`config.mk`:
```
export PLATFORM = sky130hd
export DESIGN_NAME = bcd_to_binary_seq_flat
export DESIGN_NICKNAME = d
export VERILOG_FILES = /design/src/rtl/bcd_to_binary_seq_if.sv /design/src/rtl/bcd_to_binary_seq.sv /design/src/flat_wrapper.sv
export SDC_FILE = /design/constraint.sdc
export NUM_CORES = 1
export LEC_CHECK = 0
export ABC_AREA = 1
export CORE_MARGIN = 5
export CORE_UTILIZATION = 56
export DETAILED_ROUTE_END_ITERATION = 7
export GPL_TIMING_DRIVEN = 0
export HOLD_SLACK_MARGIN = 0.15
export PLACE_DENSITY = 0.89
export SKIP_LAST_GASP = 1
export SYNTH_ARGS = -nofsm -noshare
export SYNTH_HDL_FRONTEND = slang
export SYNTH_SLANG_ARGS = --single-unit
```
`constraint.sdc`:
```
create_clock -name clk -period 2.4 [get_ports clk]
set_clock_uncertainty 0.15 [all_clocks]
set_input_delay 0.36 -clock clk [delete_from_list [all_inputs] [get_ports clk]]
set_output_delay 0.36 -clock clk [all_outputs]
set_load 0.02 [all_outputs]
```
`src/rtl/bcd_to_binary_seq_if.sv`:
```
// Handshake bundle for the sequential BCD-to-binary converter.
// The master side issues BCD words and takes results. The slave side is the converter.
interface bcd_to_binary_seq_if #(
   parameter int DIGITS = 3,
   parameter int BIN_W  = 10
);
   logic [4*DIGITS-1:0] bcd;
   logic                in_valid;
   logic                in_ready;
   logic [BIN_W-1:0]    binary;
   logic                err;
   logic                out_valid;
   logic                out_ready;

   modport master (
      output bcd, in_valid, out_ready,
      input  in_ready, binary, err, out_valid
   );

   modport slave (
      input  bcd, in_valid, out_ready,
      output in_ready, binary, err, out_valid
   );
endinterface

```
`src/rtl/bcd_to_binary_seq.sv`:
```
// Sequential packed-BCD to unsigned binary converter (reverse double-dabble).
// Each SHIFT cycle performs one right shift through {s_bcd, s_bin}.
// Every shifted digit that is >= 8 then has 3 subtracted from it.
// After BIN_W such cycles, s_bin holds the binary value.
//
// state | meaning
// IDLE  | waiting for a word; in_ready high
// SHIFT | BIN_W iterations of shift + digit correction
// HOLD  | result/err presented with out_valid until out_ready
module bcd_to_binary_seq #(
   parameter int DIGITS = 3,
   parameter int BIN_W  = 10
) (
   input  logic                clk,
   input  logic                rst,
   bcd_to_binary_seq_if.slave  bus
);
   localparam int BCD_W = 4 * DIGITS;
   localparam int CNT_W = (BIN_W > 1) ? $clog2(BIN_W) : 1;

   function automatic longint unsigned pow10(input int n);
      longint unsigned p;
      p = 64'd1;
      for (int i = 0; i < n; i++) p = p * 64'd10;
      return p;
   endfunction

   // The result register must hold 10**DIGITS - 1 without truncation.
   generate
      if (DIGITS < 1 || BIN_W < 2 ||
          (BIN_W < 64 && ((64'd1 << BIN_W) < pow10(DIGITS)))) begin : g_width_check
         $error("bcd_to_binary_seq: BIN_W too small for DIGITS");
      end
   endgenerate

   typedef enum logic [1:0] {
      IDLE  = 2'd0,
      SHIFT = 2'd1,
      HOLD  = 2'd2
   } state_t;

   state_t             state;
   state_t             state_nxt;
   logic [BCD_W-1:0]   s_bcd;
   logic [BCD_W-1:0]   s_bcd_shift;
   logic [BCD_W-1:0]   s_bcd_fix;
   logic [BIN_W-1:0]   s_bin;
   logic [BIN_W-1:0]   s_bin_shift;
   logic [CNT_W-1:0]   cnt;
   logic [BIN_W-1:0]   binary_q;
   logic               err_q;
   logic               digit_bad;
   logic               last_iter;

   assign bus.in_ready  = (state == IDLE);
   assign bus.out_valid = (state == HOLD);
   assign bus.binary    = binary_q;
   assign bus.err       = err_q;

   assign last_iter = (cnt == CNT_W'(BIN_W - 1));

   // Flag any incoming digit outside 0..9.
   always_comb begin
      digit_bad = 1'b0;
      for (int d = 0; d < DIGITS; d++) begin
         if (bus.bcd[4*d +: 4] > 4'd9) digit_bad = 1'b1;
      end
   end

   // One reverse double-dabble step: shift right, then correct each digit >= 8.
   // A corrected digit is at least 8, so subtracting 3 can never underflow.
   always_comb begin
      s_bcd_shift = {1'b0, s_bcd[BCD_W-1:1]};
      s_bin_shift = {s_bcd[0], s_bin[BIN_W-1:1]};
      s_bcd_fix   = s_bcd_shift;
      for (int d = 0; d < DIGITS; d++) begin
         if (s_bcd_shift[4*d +: 4] >= 4'd8) s_bcd_fix[4*d +: 4] = s_bcd_shift[4*d +: 4] - 4'd3;
      end
   end

   // State register.
   always_ff @(posedge clk) begin
      if (rst) state <= IDLE;
      else     state <= state_nxt;
   end

   // Next-state logic.
   always_comb begin
      state_nxt = state;
      case (state)
         IDLE:    if (bus.in_valid) state_nxt = digit_bad ? HOLD : SHIFT;
         SHIFT:   if (last_iter)    state_nxt = HOLD;
         HOLD:    if (bus.out_ready) state_nxt = IDLE;
         default: state_nxt = IDLE;
      endcase
   end

   // Datapath: load on accept, iterate in SHIFT, capture result on the last step.
   // binary_q holds its value until the next completion, even after HOLD is left.
   always_ff @(posedge clk) begin
      if (rst) begin
         s_bcd    <= '0;
         s_bin    <= '0;
         cnt      <= '0;
         binary_q <= '0;
         err_q    <= 1'b0;
      end else begin
         case (state)
            IDLE: begin
               if (bus.in_valid) begin
                  s_bcd <= bus.bcd;
                  s_bin <= '0;
                  cnt   <= '0;
                  err_q <= digit_bad;
                  if (digit_bad) binary_q <= '0;
               end
            end
            SHIFT: begin
               s_bcd <= s_bcd_fix;
               s_bin <= s_bin_shift;
               cnt   <= cnt + CNT_W'(1);
               if (last_iter) binary_q <= s_bin_shift;
            end
            default: begin
            end
         endcase
      end
   end
endmodule
```
`src/flat_wrapper.sv`:
```
// flat-port wrapper written by rule: the top's interface ports become plain ports
module bcd_to_binary_seq_flat 
#(
   parameter int DIGITS = 3,
   parameter int BIN_W  = 10
)
  (clk, rst, bus_bcd, bus_in_valid, bus_out_ready, bus_in_ready, bus_binary, bus_err, bus_out_valid);
  bcd_to_binary_seq_if #(.DIGITS(DIGITS), .BIN_W(BIN_W)) bus_i ();
  input  logic clk;
  input  logic rst;
  input wire logic [$bits(bus_i.bcd)-1:0] bus_bcd;
  input wire logic [$bits(bus_i.in_valid)-1:0] bus_in_valid;
  input wire logic [$bits(bus_i.out_ready)-1:0] bus_out_ready;
  output wire logic [$bits(bus_i.in_ready)-1:0] bus_in_ready;
  output wire logic [$bits(bus_i.binary)-1:0] bus_binary;
  output wire logic [$bits(bus_i.err)-1:0] bus_err;
  output wire logic [$bits(bus_i.out_valid)-1:0] bus_out_valid;
  assign bus_i.bcd = bus_bcd;
  assign bus_i.in_valid = bus_in_valid;
  assign bus_i.out_ready = bus_out_ready;
  assign bus_in_ready = bus_i.in_ready;
  assign bus_binary = bus_i.binary;
  assign bus_err = bus_i.err;
  assign bus_out_valid = bus_i.out_valid;
  bcd_to_binary_seq #(.DIGITS(DIGITS), .BIN_W(BIN_W)) u_core (.clk(clk), .rst(rst), .bus(bus_i));
endmodule
```
Word-level counts from Yosys, hierarchy flattened

Cells that the tools add are included.

Register bits after elaboration: 39
Bits of input ports: 16
Logic and storage cells: 47
Output and inout port bits: 13

Multiplexer cells: 20
Add/sub/neg operators: 3
Magnitude comparators: 5
Equal/unequal tests: 7
Reductions and logical operators: 6

Operator list:

| cell                                                               | count |
|---|---|
| 10-bit two-way mux                                                 | 4 |
| 10-bit one-hot mux with 2 select lines                             | 2 |
| 12-bit one-hot mux with 2 select lines                             | 1 |
| 4-bit greater-than comparator, second input constant               | 3 |
| 12-bit two-way mux                                                 | 1 |
| 4-bit two-way mux                                                  | 3 |
| 4-bit >= comparator, second input constant                         | 2 |
| 2-bit two-way mux                                                  | 4 |
| 4-bit one-hot mux with 2 select lines                              | 1 |
| 4-bit by 2-bit subtractor with 4-bit output, second input constant | 2 |
| 2-bit one-hot mux with 3 select lines                              | 1 |
| 4-bit by 1-bit adder with 4-bit output, second input constant      | 1 |
| 4-bit == test, second input constant                               | 1 |
| 2-bit by 1-bit != test with 1-bit output, second input constant    | 2 |
| 2-bit != test, second input constant                               | 2 |
| 2-bit AND reduction                                                | 2 |
| 4-bit AND reduction                                                | 1 |
| 1-bit two-way mux                                                  | 3 |
| 3-bit AND reduction                                                | 1 |
| 2-bit by 1-bit == test with 1-bit output, second input constant    | 1 |
| 2-bit == test, second input constant                               | 1 |
| 2-bit zero test                                                    | 1 |
| 2-bit nonzero test                                                 | 1 |

Logic depth before layout (Yosys ltp)

Gate-level depths: netlist of run 1.

Word-level depth: 7
Gate-level depth with buffers: 9
Mapped depth without buffers: 8

Worst setup path before layout of run 1

OpenSTA, ideal clock, no wires.

Kind: flip-flop to flip-flop
Start: register u_core.state[0]
End: register u_core.binary_q[0], in the netlist u_core.bus.binary[0]
Period minus slack after synthesis: 1415 ps
Slack: 985 ps
Arrival time: 1150 ps
Stages on the path, launching flop included: 9
Library setup time: 115 ps
Required time: 2135 ps
Path buffers: 2
Cells stage by stage: dfxtp_1 -> buf_6 -> nor2_4 -> inv_2 -> nor2_2 -> nand2_2 -> buf_6 -> a21oi_1 -> nor2_1

Longest elaborated chain between the ends: 3
Elaborated cells on any way between the ends: 8
Those cells by class: eq/ne: 4; mux: 1; reduce/logical: 3

Ends and longest elaborated chain:

| what                                                                              | RTL line                 | RTL |
|---|---|---|
| from (decl)                                                                       | bcd_to_binary_seq.sv:42  | `state_t state;` |
| from (signal assigned)                                                            | bcd_to_binary_seq.sv:84  | `else state <= state_nxt;` |
| 2-bit zero test (*)                                                               | --                       |  |
| net bus_in_ready                                                                  | flat_wrapper.sv:14       | `output wire logic [$bits(bus_i.in_ready)-1:0] bus_in_ready;` |
| 2-bit by 1-bit != test with 1-bit output (no source line) (tied with other cells) | --                       |  |
| 4-bit AND reduction (no source line)                                              | --                       |  |
| to (signal assigned)                                                              | bcd_to_binary_seq.sv:122 | `if (last_iter) binary_q <= s_bin_shift;` |
| to (decl)                                                                         | bcd_to_binary_seq.sv:50  | `logic [BIN_W-1:0] binary_q;` |

Mark *: on every way through the listed nets, which the timed path passes. The rest lies on a longest branch.
A chain may end at the register's enable or synchronous reset.

Final worst setup path of run 1

Start: register u_core.state[1]
End: output port bus_out_valid

Longest elaborated chain between the ends: 1

Ends and longest elaborated chain:

| what          | RTL line                | RTL |
|---|---|---|
| 2-bit == test | bcd_to_binary_seq.sv:56 | `assign bus.out_valid = (state == HOLD);` |
| to (decl)     | flat_wrapper.sv:17      | `output wire logic [$bits(bus_i.out_valid)-1:0] bus_out_valid;` |

Every way passes these cells.

==> results.yml, run 1 <==
min_path:
  hp-class: "in -> reg"
  hp-start: "rst"
die:
  io_pins: 29
  start_util_pct: 58.41
  die_h_um: 66.66
  die-area_sq_mm: 0.004444
  die_x_um: 66.66
  coreArea_sq_mm: 0.003078
  std_cell_rows: 20
global_routing:
  antenna_found_initial: 0
  grt_use_total_pct: 18.94
  grt_overflow_total: 0
  grt_pass1_wl_mm: 6.389
  grt_pass1_vias: 1441
  grt_start_max_net_pins: 14
finish:
  final_common_cell: "nand2_1"
  final_cell_mix: "nand2_1 (55), dfxtp_1 (38), a21oi_1 (36)"
  nFillCells: 261
  area_growth_syn_to_layout_pct: 22.69
  seqCellArea_sq_um: 760.7
  post-route-cell-area_sq_mm: 0.002206
  diodes: 0
  multi_input_area_sq_um: 863.3
  fin_nets: 303
  drive_gt1_share_pct: 9.574
place:
  place_congestion: 0.8186
  postPlaceCellArea_sq_mm: 0.002123
  dp_hpwl_mm: 2.803
  portBuffers: 27
power:
  p_per_area_mw_per_mm2: 679.1
  p_leak_nw: 0.9212
  pwr-share-comb_pct: 23.1
  switchingPower_w: 0.0004525
  pwr-share-clk_pct: 29.5
  peakVddDrop_uv: 446.0
  switching_share_pct: 30.21
  p_seq_share_pct: 47.4
  internal_power_w: 0.001045
routing:
  wl_per_cell_um: 12.02
  route.vias.total: 1669
  viasPerCell: 5.120
  drt_first_pass_iters: 4
  ant_nets: 0
  drt_iter0_drc: 88
  routed_wl_mm: 3.918
  drc: 0
setup_path:
  r2r-end: "u_core.s_bcd[4]"
  worst-path-stages: 3
  critPathCaptureType: "output port"
  crit_start: "u_core.state[1]"
  cp-start-kind: "flip-flop"
  reg2reg_slack_ns: 0.79
  cp.required_ns: 1.89
  critPathTopFamily: "buffers and inverters"
  critPathKind: "reg -> out"
  crit_arrival_ns: 1.72
  crit_fanout: 3
  critPathSlowestCell: "clkdlybuf4s50_1"
  rr_worst_depth: 6
  cpPeakStageDelay_ns: 0.64
  path_cells: "inv_2, nor2_1, clkdlybuf4s50_1"
  crit_path_end: "bus_out_valid"
  crit_buf_inv: 2
  r2r_start: "u_core.state[0]"
clock_network:
  cts_root_buf: "clkbuf_4"
  cts_resized: 0
  clock-sinks: 38
  cts_buffers: 5
  cts.path.max_buffers: 2
  path_clk_slew_ns: 0.12
  hold_buffers: 0
  clk_latency_ns: 0.35
  cts_tree: "yes"
  post_cts_buffers: 0
  htree_levels: 2
sta:
  slew-limit-headroom_pct: 65.25
  fin_setup_tns_ns: 0
  setup_viol: 0
  rsz0062_at_grt: "false"
  min_period_over_period_pct: 93.09
  fmax_ghz: 0.4476
  hold_slack_ns: 0.2157
  hold_viol: 0
  worst_slew_pin_slew_ns: 0.5212
  finalCriticalPeriod_ns: 2.234
  maxSlewViolCount: 0
logic_synthesis:
  syn_nets: 269
  yosys.cell_types.count: 26
  syn_avg_cell_area_sq_um: 7.279
  netlist_area_sq_mm: 0.001798
  ys_seq_elements: 38
  synth_warnings: 0
  synth-seq-area-share_pct: 42.31
  netlist_instances: 247
outcome:
  status: "completed"
flow_run:
  maxCapViolCount: 0
-- cell families after synthesis --
kind of cell	synth area share, %
AOI/OAI and AO/OA	19.42
buffers and inverters	9.673
DFF	42.31
xor gates and xnor gates	0.9744
and+or+nand+nor	23.45
adders and majority gates	4.175
-- worst min path at each step --
stage / cells past startpoint / endpoint
floorplan: 2 / u_core.s_bin[1]
global placement: 2 / u_core.s_bin[9]
detailed placement: 2 / u_core.s_bin[1]
CTS: 2 / u_core.s_bin[3]
global route: 2 / u_core.s_bin[4]
finish: 2 / u_core.s_bin[4]
-- synthesized netlist by cell type, drive strengths merged --
library cell	n	area share (%)
a21oi	37	11
a31oi	5	1.7
buf	8	3.5
clkbuf	3	0.63
dfxtp	38	42
ha	6	4.2
inv	26	5.6
nand2	57	12
nand3	13	3.6
nor2	29	7.0
nor3	1	0.28
o21ai	19	5.9
o21bai	2	0.83
or2	1	0.35
xor2	2	0.97
-- power by group through the flow --
stage / registers [W] / logic (W) / clock network (W)
2_1_floorplan: 0.000746 / 0.000198 / 0
3_3_place_gp: 0.000722 / 0.000339 / 0
3_5_place_dp: 0.000724 / 0.000343 / 0
4_1_cts: 0.000710 / 0.000346 / 0.000453
5_1_grt: 0.000717 / 0.000380 / 0.000485
6_report: 0.000710 / 0.000346 / 0.000442
-- layout make-up --
cell class / instances / area share (%)
clock buffers: 5 / 1.702
clock inverters: 3 / 2.042
multi-input cells: 172 / 39.14
plain buffers: 11 / 3.347
inverters: 26 / 4.538
well taps: 44 / 2.496
flip-flops and latches: 38 / 34.49
repair buffers: 27 / 12.25
-- metal layers --
layer | wire length (um) | up-vias | GRT usage, % | part of all wire, %
li1 | - | 866 | - | -
met1 | 1773 | 766 | 23.57 | 45
met2 | 1917 | 31 | 30.45 | 49
met3 | 175 | 6 | 6.071 | 4.5
met4 | 53 | 0 | 6.853 | 1.4
met5 | 0 | - | 0 | 0
-- state kept, by name (all words and copies together), names as in the netlist --
name	count
u_core.cnt	4
u_core.bus.binary	10
u_core.state	2
u_core.bus.err	1
u_core.s_bin	9
u_core.s_bcd	12
-- stage by stage --
stage	util (%)	worst slack, ns	total power, W	std cells
after global placement	68.98	0.4334	0.001061	318
after global routing	71.67	0.05756	0.001581	326
after CTS	71.67	0.1419	0.001509	326
final	71.67	0.1659	0.001498	326
after floorplan	-	0.9848	0.0009446	247
after detailed placement	68.98	0.4137	0.001067	318
No activity file was read; power rests on OpenSTA's default activity.
==> inputs of run 2 (changes only) <==
--- a/config.mk
+++ b/config.mk
@@ -12,6 +12,7 @@
 export GPL_TIMING_DRIVEN = 0
 export HOLD_SLACK_MARGIN = 0.15
 export PLACE_DENSITY = 0.89
+export REMOVE_ABC_BUFFERS = 1
 export SKIP_LAST_GASP = 1
 export SYNTH_ARGS = -nofsm -noshare
 export SYNTH_HDL_FRONTEND = slang
==> run 2 against run 1 <==
  * Maximum frequency up 2.0%
  * Combinational power shrank 6.9%
  * Die area stayed put
  * Register-to-register slack worse by 0.41 ns
  * Hold slack improved by 0.11 ns
  * Cell count down 3.4%
==> results.yml, run 2 (synthesized netlist as in run 1, its figures left out) <==
global_routing:
  grt_pass1_vias: 1482
  busiest_layer: "met2"
  antenna_found_initial: 0
  use_met2_pct: 31.06
  gr-usage-met3_pct: 4.047
  grt_start_max_net_pins: 26
  grt_overflow_total: 0
  grt_pass1_wl_mm: 6.313
  met1_usage_pct: 23.11
  grt_use_total_pct: 18.75
finish:
  area_growth_syn_to_layout_pct: 17.19
  final_common_cell: "nand2_1"
  seqCellArea_sq_um: 760.7
  multi_input_area_sq_um: 863.3
  largest_reg_flops: 12
  fin_nets: 293
  nFillCells: 284
  post-route-cell-area_sq_mm: 0.002107
  final_cell_mix: "nand2_1 (55), dfxtp_1 (38), a21oi_1 (36)"
  top_register: "u_core.s_bcd"
  drive_gt1_share_pct: 7.011
  diodes: 0
die:
  die-area_sq_mm: 0.004444
  io_pins: 29
  std_cell_rows: 20
  coreArea_sq_mm: 0.003078
  die_x_um: 66.66
  die_h_um: 66.66
  start_util_pct: 58.41
power:
  total_power_w: 0.001347
  p_leak_nw: 0.8760
  p_per_area_mw_per_mm2: 639.4
  peakVddDrop_uv: 412.8
setup_path:
  crit_fanout: 3
  cp.required_ns: 1.89
  critPathCaptureType: "output port"
  crit_arrival_ns: 1.68
  cp-start-kind: "flip-flop"
  critPathKind: "reg -> out"
clock_network:
  path_clk_slew_ns: 0.11
  clock-sinks: 38
  cts_resized: 0
  cts.path.max_buffers: 2
  cts_root_buf: "clkbuf_4"
  hold_buffers: 0
  clk_latency_ns: 0.35
  cts_tree: "yes"
  htree_levels: 2
  cts_buffers: 5
  post_cts_buffers: 0
sta:
  maxSlewViolCount: 0
  finalCriticalPeriod_ns: 2.190
  worst_slew_pin_slew_ns: 0.6167
  min_period_over_period_pct: 91.25
  fin_setup_tns_ns: 0
  slew-limit-headroom_pct: 58.76
  rsz0062_at_grt: "false"
  fmax_ghz: 0.4566
  setup_viol: 0
  hold_viol: 0
routing:
  routed_wl_mm: 3.776
  route.vias.total: 1629
  drc: 0
  drt_iter0_drc: 104
  viasPerCell: 5.171
  drt_first_pass_iters: 4
  wl_per_cell_um: 11.99
  ant_nets: 0
place:
  portBuffers: 28
  dp_hpwl_mm: 2.584
  place_congestion: 0.8157
  postPlaceCellArea_sq_mm: 0.002059
flow_run:
  maxCapViolCount: 0
outcome:
  status: "completed"
min_path:
  hp-class: "reg -> reg"
[run 2: metrics by stage]
step | hold slack, ns | setup slack [ns] | cells | utilization, %
2_1_floorplan | 0.2791 | 0.7486 | 236 | -
3_3_place_gp | 0.2987 | 0.07907 | 308 | 66.91
3_5_place_dp | 0.3053 | 0.07681 | 308 | 66.91
4_1_cts | 0.3224 | 0.1853 | 315 | 68.46
5_1_grt | 0.3399 | 0.1054 | 315 | 68.46
6_report | 0.3218 | 0.2100 | 315 | 68.46
[run 2: final timing paths]
| kind | start | end | slack, ns | cells after the start |
|---|---|---|---|---|
| worst max-delay path | u_core.state[1] | bus_out_valid | 0.21 | 3 |
| worst min-delay path | u_core.s_bin[9] | u_core.s_bin[9] | 0.32 | 2 |
| worst max register to register | u_core.state[0] | u_core.s_bcd[1] | 0.38 | 6 |
| worst min register to register | u_core.s_bin[9] | u_core.s_bin[9] | 0.32 | 2 |
[run 2: cell type report]
class | count | share of cell area, %
sequential | 38 | 36.10
tap | 44 | 2.613
multi-input combinational | 172 | 40.97
clock inverter | 2 | 0.4751
timing repair buffer | 28 | 13.30
clock buffer | 5 | 1.781
inverter | 26 | 4.751
[run 2: power breakdown]
group	switching, W	total [W]	internal, W
combinational	0.000188	0.000322	0.000134
clock	0.000207	0.000313	0.000105
sequential	0.0000340	0.000712	0.000678
total	0.000430	0.00135	0.000917
[run 2: worst max-delay path, stage by stage, from the launching register on]
cell and delay (ns):
dfxtp_1 0.47, inv_2 0.10, nor2_1 0.14, clkdlybuf4s50_1 0.63
[run 2: layer usage]
layer | wire, um | share of wire, %
met5 | 0 | 0
met1 | 1771 | 47
met3 | 183 | 4.8
met2 | 1760 | 47
met4 | 60 | 1.6
==> inputs of run 3 (changes only) <==
--- a/config.mk
+++ b/config.mk
@@ -6,7 +6,6 @@
 export NUM_CORES = 1
 export LEC_CHECK = 0
 export ABC_AREA = 1
-export CORE_MARGIN = 5
 export CORE_UTILIZATION = 56
 export DETAILED_ROUTE_END_ITERATION = 7
 export GPL_TIMING_DRIVEN = 0
==> run 3 against run 2 <==
  * Cell count stayed put
  * Total power up 10%
  * Sequential share of layout area decreased by 0.57 points
  * Combinational power about the same
  * Critical path type unchanged
  * Largest cell class unchanged
==> results.yml, run 3 (synthesized netlist as in run 1, its figures left out) <==
outcome:
  status: "completed"
global_routing:
  grt_start_max_net_pins: 26
  grt_overflow_total: 0
  grt_pass1_vias: 1353
  antenna_found_initial: 0
  grt_use_total_pct: 22.93
  grt_pass1_wl_mm: 5.837
die:
  die-area_sq_mm: 0.003441
  std_cell_rows: 20
  io_pins: 29
  start_util_pct: 58.89
  die_h_um: 58.66
  coreArea_sq_mm: 0.003053
  die_x_um: 58.66
routing:
  drt_iter0_drc: 70
  route.vias.total: 1618
  drc: 0
  wl_per_cell_um: 11.37
  viasPerCell: 5.137
  routed_wl_mm: 3.582
  ant_nets: 0
  drt_first_pass_iters: 6
sta:
  hold_slack_ns: 0.3160
  slew-limit-headroom_pct: 53.82
  finalCriticalPeriod_ns: 2.216
  fmax_ghz: 0.4513
  maxSlewViolCount: 0
  worst_slew_pin_slew_ns: 0.6905
  fin_setup_tns_ns: 0
  hold_viol: 0
  setup_viol: 0
  min_period_over_period_pct: 92.33
  rsz0062_at_grt: "false"
setup_path:
  critPathKind: "reg -> out"
  cp.required_ns: 1.89
  cpPeakStageDelay_ns: 0.63
  reg2reg_slack_ns: 0.39
  rr_worst_depth: 7
  critPathSlowestCell: "clkdlybuf4s50_1"
  crit_arrival_ns: 1.71
  crit_fanout: 3
  critPathCaptureType: "output port"
  path_cells: "inv_2, nor2_1, clkdlybuf4s50_1"
  cp-start-kind: "flip-flop"
clock_network:
  cts_tree: "yes"
  cts_buffers: 5
  cts.path.max_buffers: 2
  path_clk_slew_ns: 0.11
  clock-sinks: 38
  cts_root_buf: "clkbuf_4"
  hold_buffers: 0
  cts_resized: 0
  post_cts_buffers: 0
  htree_levels: 2
  clk_latency_ns: 0.36
flow_run:
  maxCapViolCount: 0
power:
  p_per_area_mw_per_mm2: 695.2
  peakVddDrop_uv: 390.9
  p_leak_nw: 0.8895
  total_power_w: 0.001488
finish:
  fin_nets: 293
  final_cell_mix: "nand2_1 (55), dfxtp_1 (38), a21oi_1 (36)"
  diodes: 0
  final_common_cell: "nand2_1"
  top_register: "u_core.s_bcd"
  post-route-cell-area_sq_mm: 0.002141
  drive_gt1_share_pct: 7.011
  area_growth_syn_to_layout_pct: 19.07
  largest_reg_flops: 12
min_path:
  holdPathStages: 2
  hp-class: "reg -> reg"
place:
  dp_hpwl_mm: 2.365
  portBuffers: 28
  postPlaceCellArea_sq_mm: 0.002059
  place_congestion: 0.8018
-- run 3: cell type report --
type,instances,area (sq um)
Multi-Input combinational cell,172,863.3
Clock inverter,1,30.03
Tap cell,44,55.05
Fill cell,279,912.1
Timing Repair Buffer,28,280.3
Inverter,26,100.1
Sequential cell,38,760.7
Clock buffer,6,51.30
-- run 3: per-layer routing --
metal | up-vias | GRT usage (%) | part of all wire (%)
met3 | 10 | 7.473 | 5.1
li1 | 842 | - | -
met4 | 0 | 10.20 | 2.1
met2 | 46 | 35.63 | 46
met1 | 720 | 29.17 | 47
met5 | - | 0 | 0
-- run 3: report_power, final --
group	internal (W)	switching, W
registers	0.000679	0.0000346
logic	0.000134	0.000188
clock network	0.000242	0.000211
total	0.00106	0.000433
-- run 3: critical path, delay by kind of cell (launching register included) --
kind | cells | cell delay (ns)
buffers and inverters | 2 | 0.72
flip-flops | 1 | 0.47
AND/OR/NAND/NOR | 1 | 0.16
-- run 3: stage by stage --
| stage | setup slack, ns | util [%] | instances |
|---|---|---|---|
| after global routing | 0.1030 | 70.12 | 315 |
| after global placement | 0.06214 | 67.46 | 308 |
| after CTS | 0.1708 | 70.12 | 315 |
| after detailed placement | 0.07286 | 67.46 | 308 |
| after floorplan | 0.7486 | - | 236 |
| final | 0.1841 | 70.12 | 315 |
-- run 3: worst paths after layout --
check,from,end
min reg2reg,u_core.s_bin[4],u_core.s_bin[4]
min,u_core.s_bin[4],u_core.s_bin[4]
max,u_core.state[1],bus_out_valid
max reg2reg,u_core.state[0],u_core.bus.binary[1]
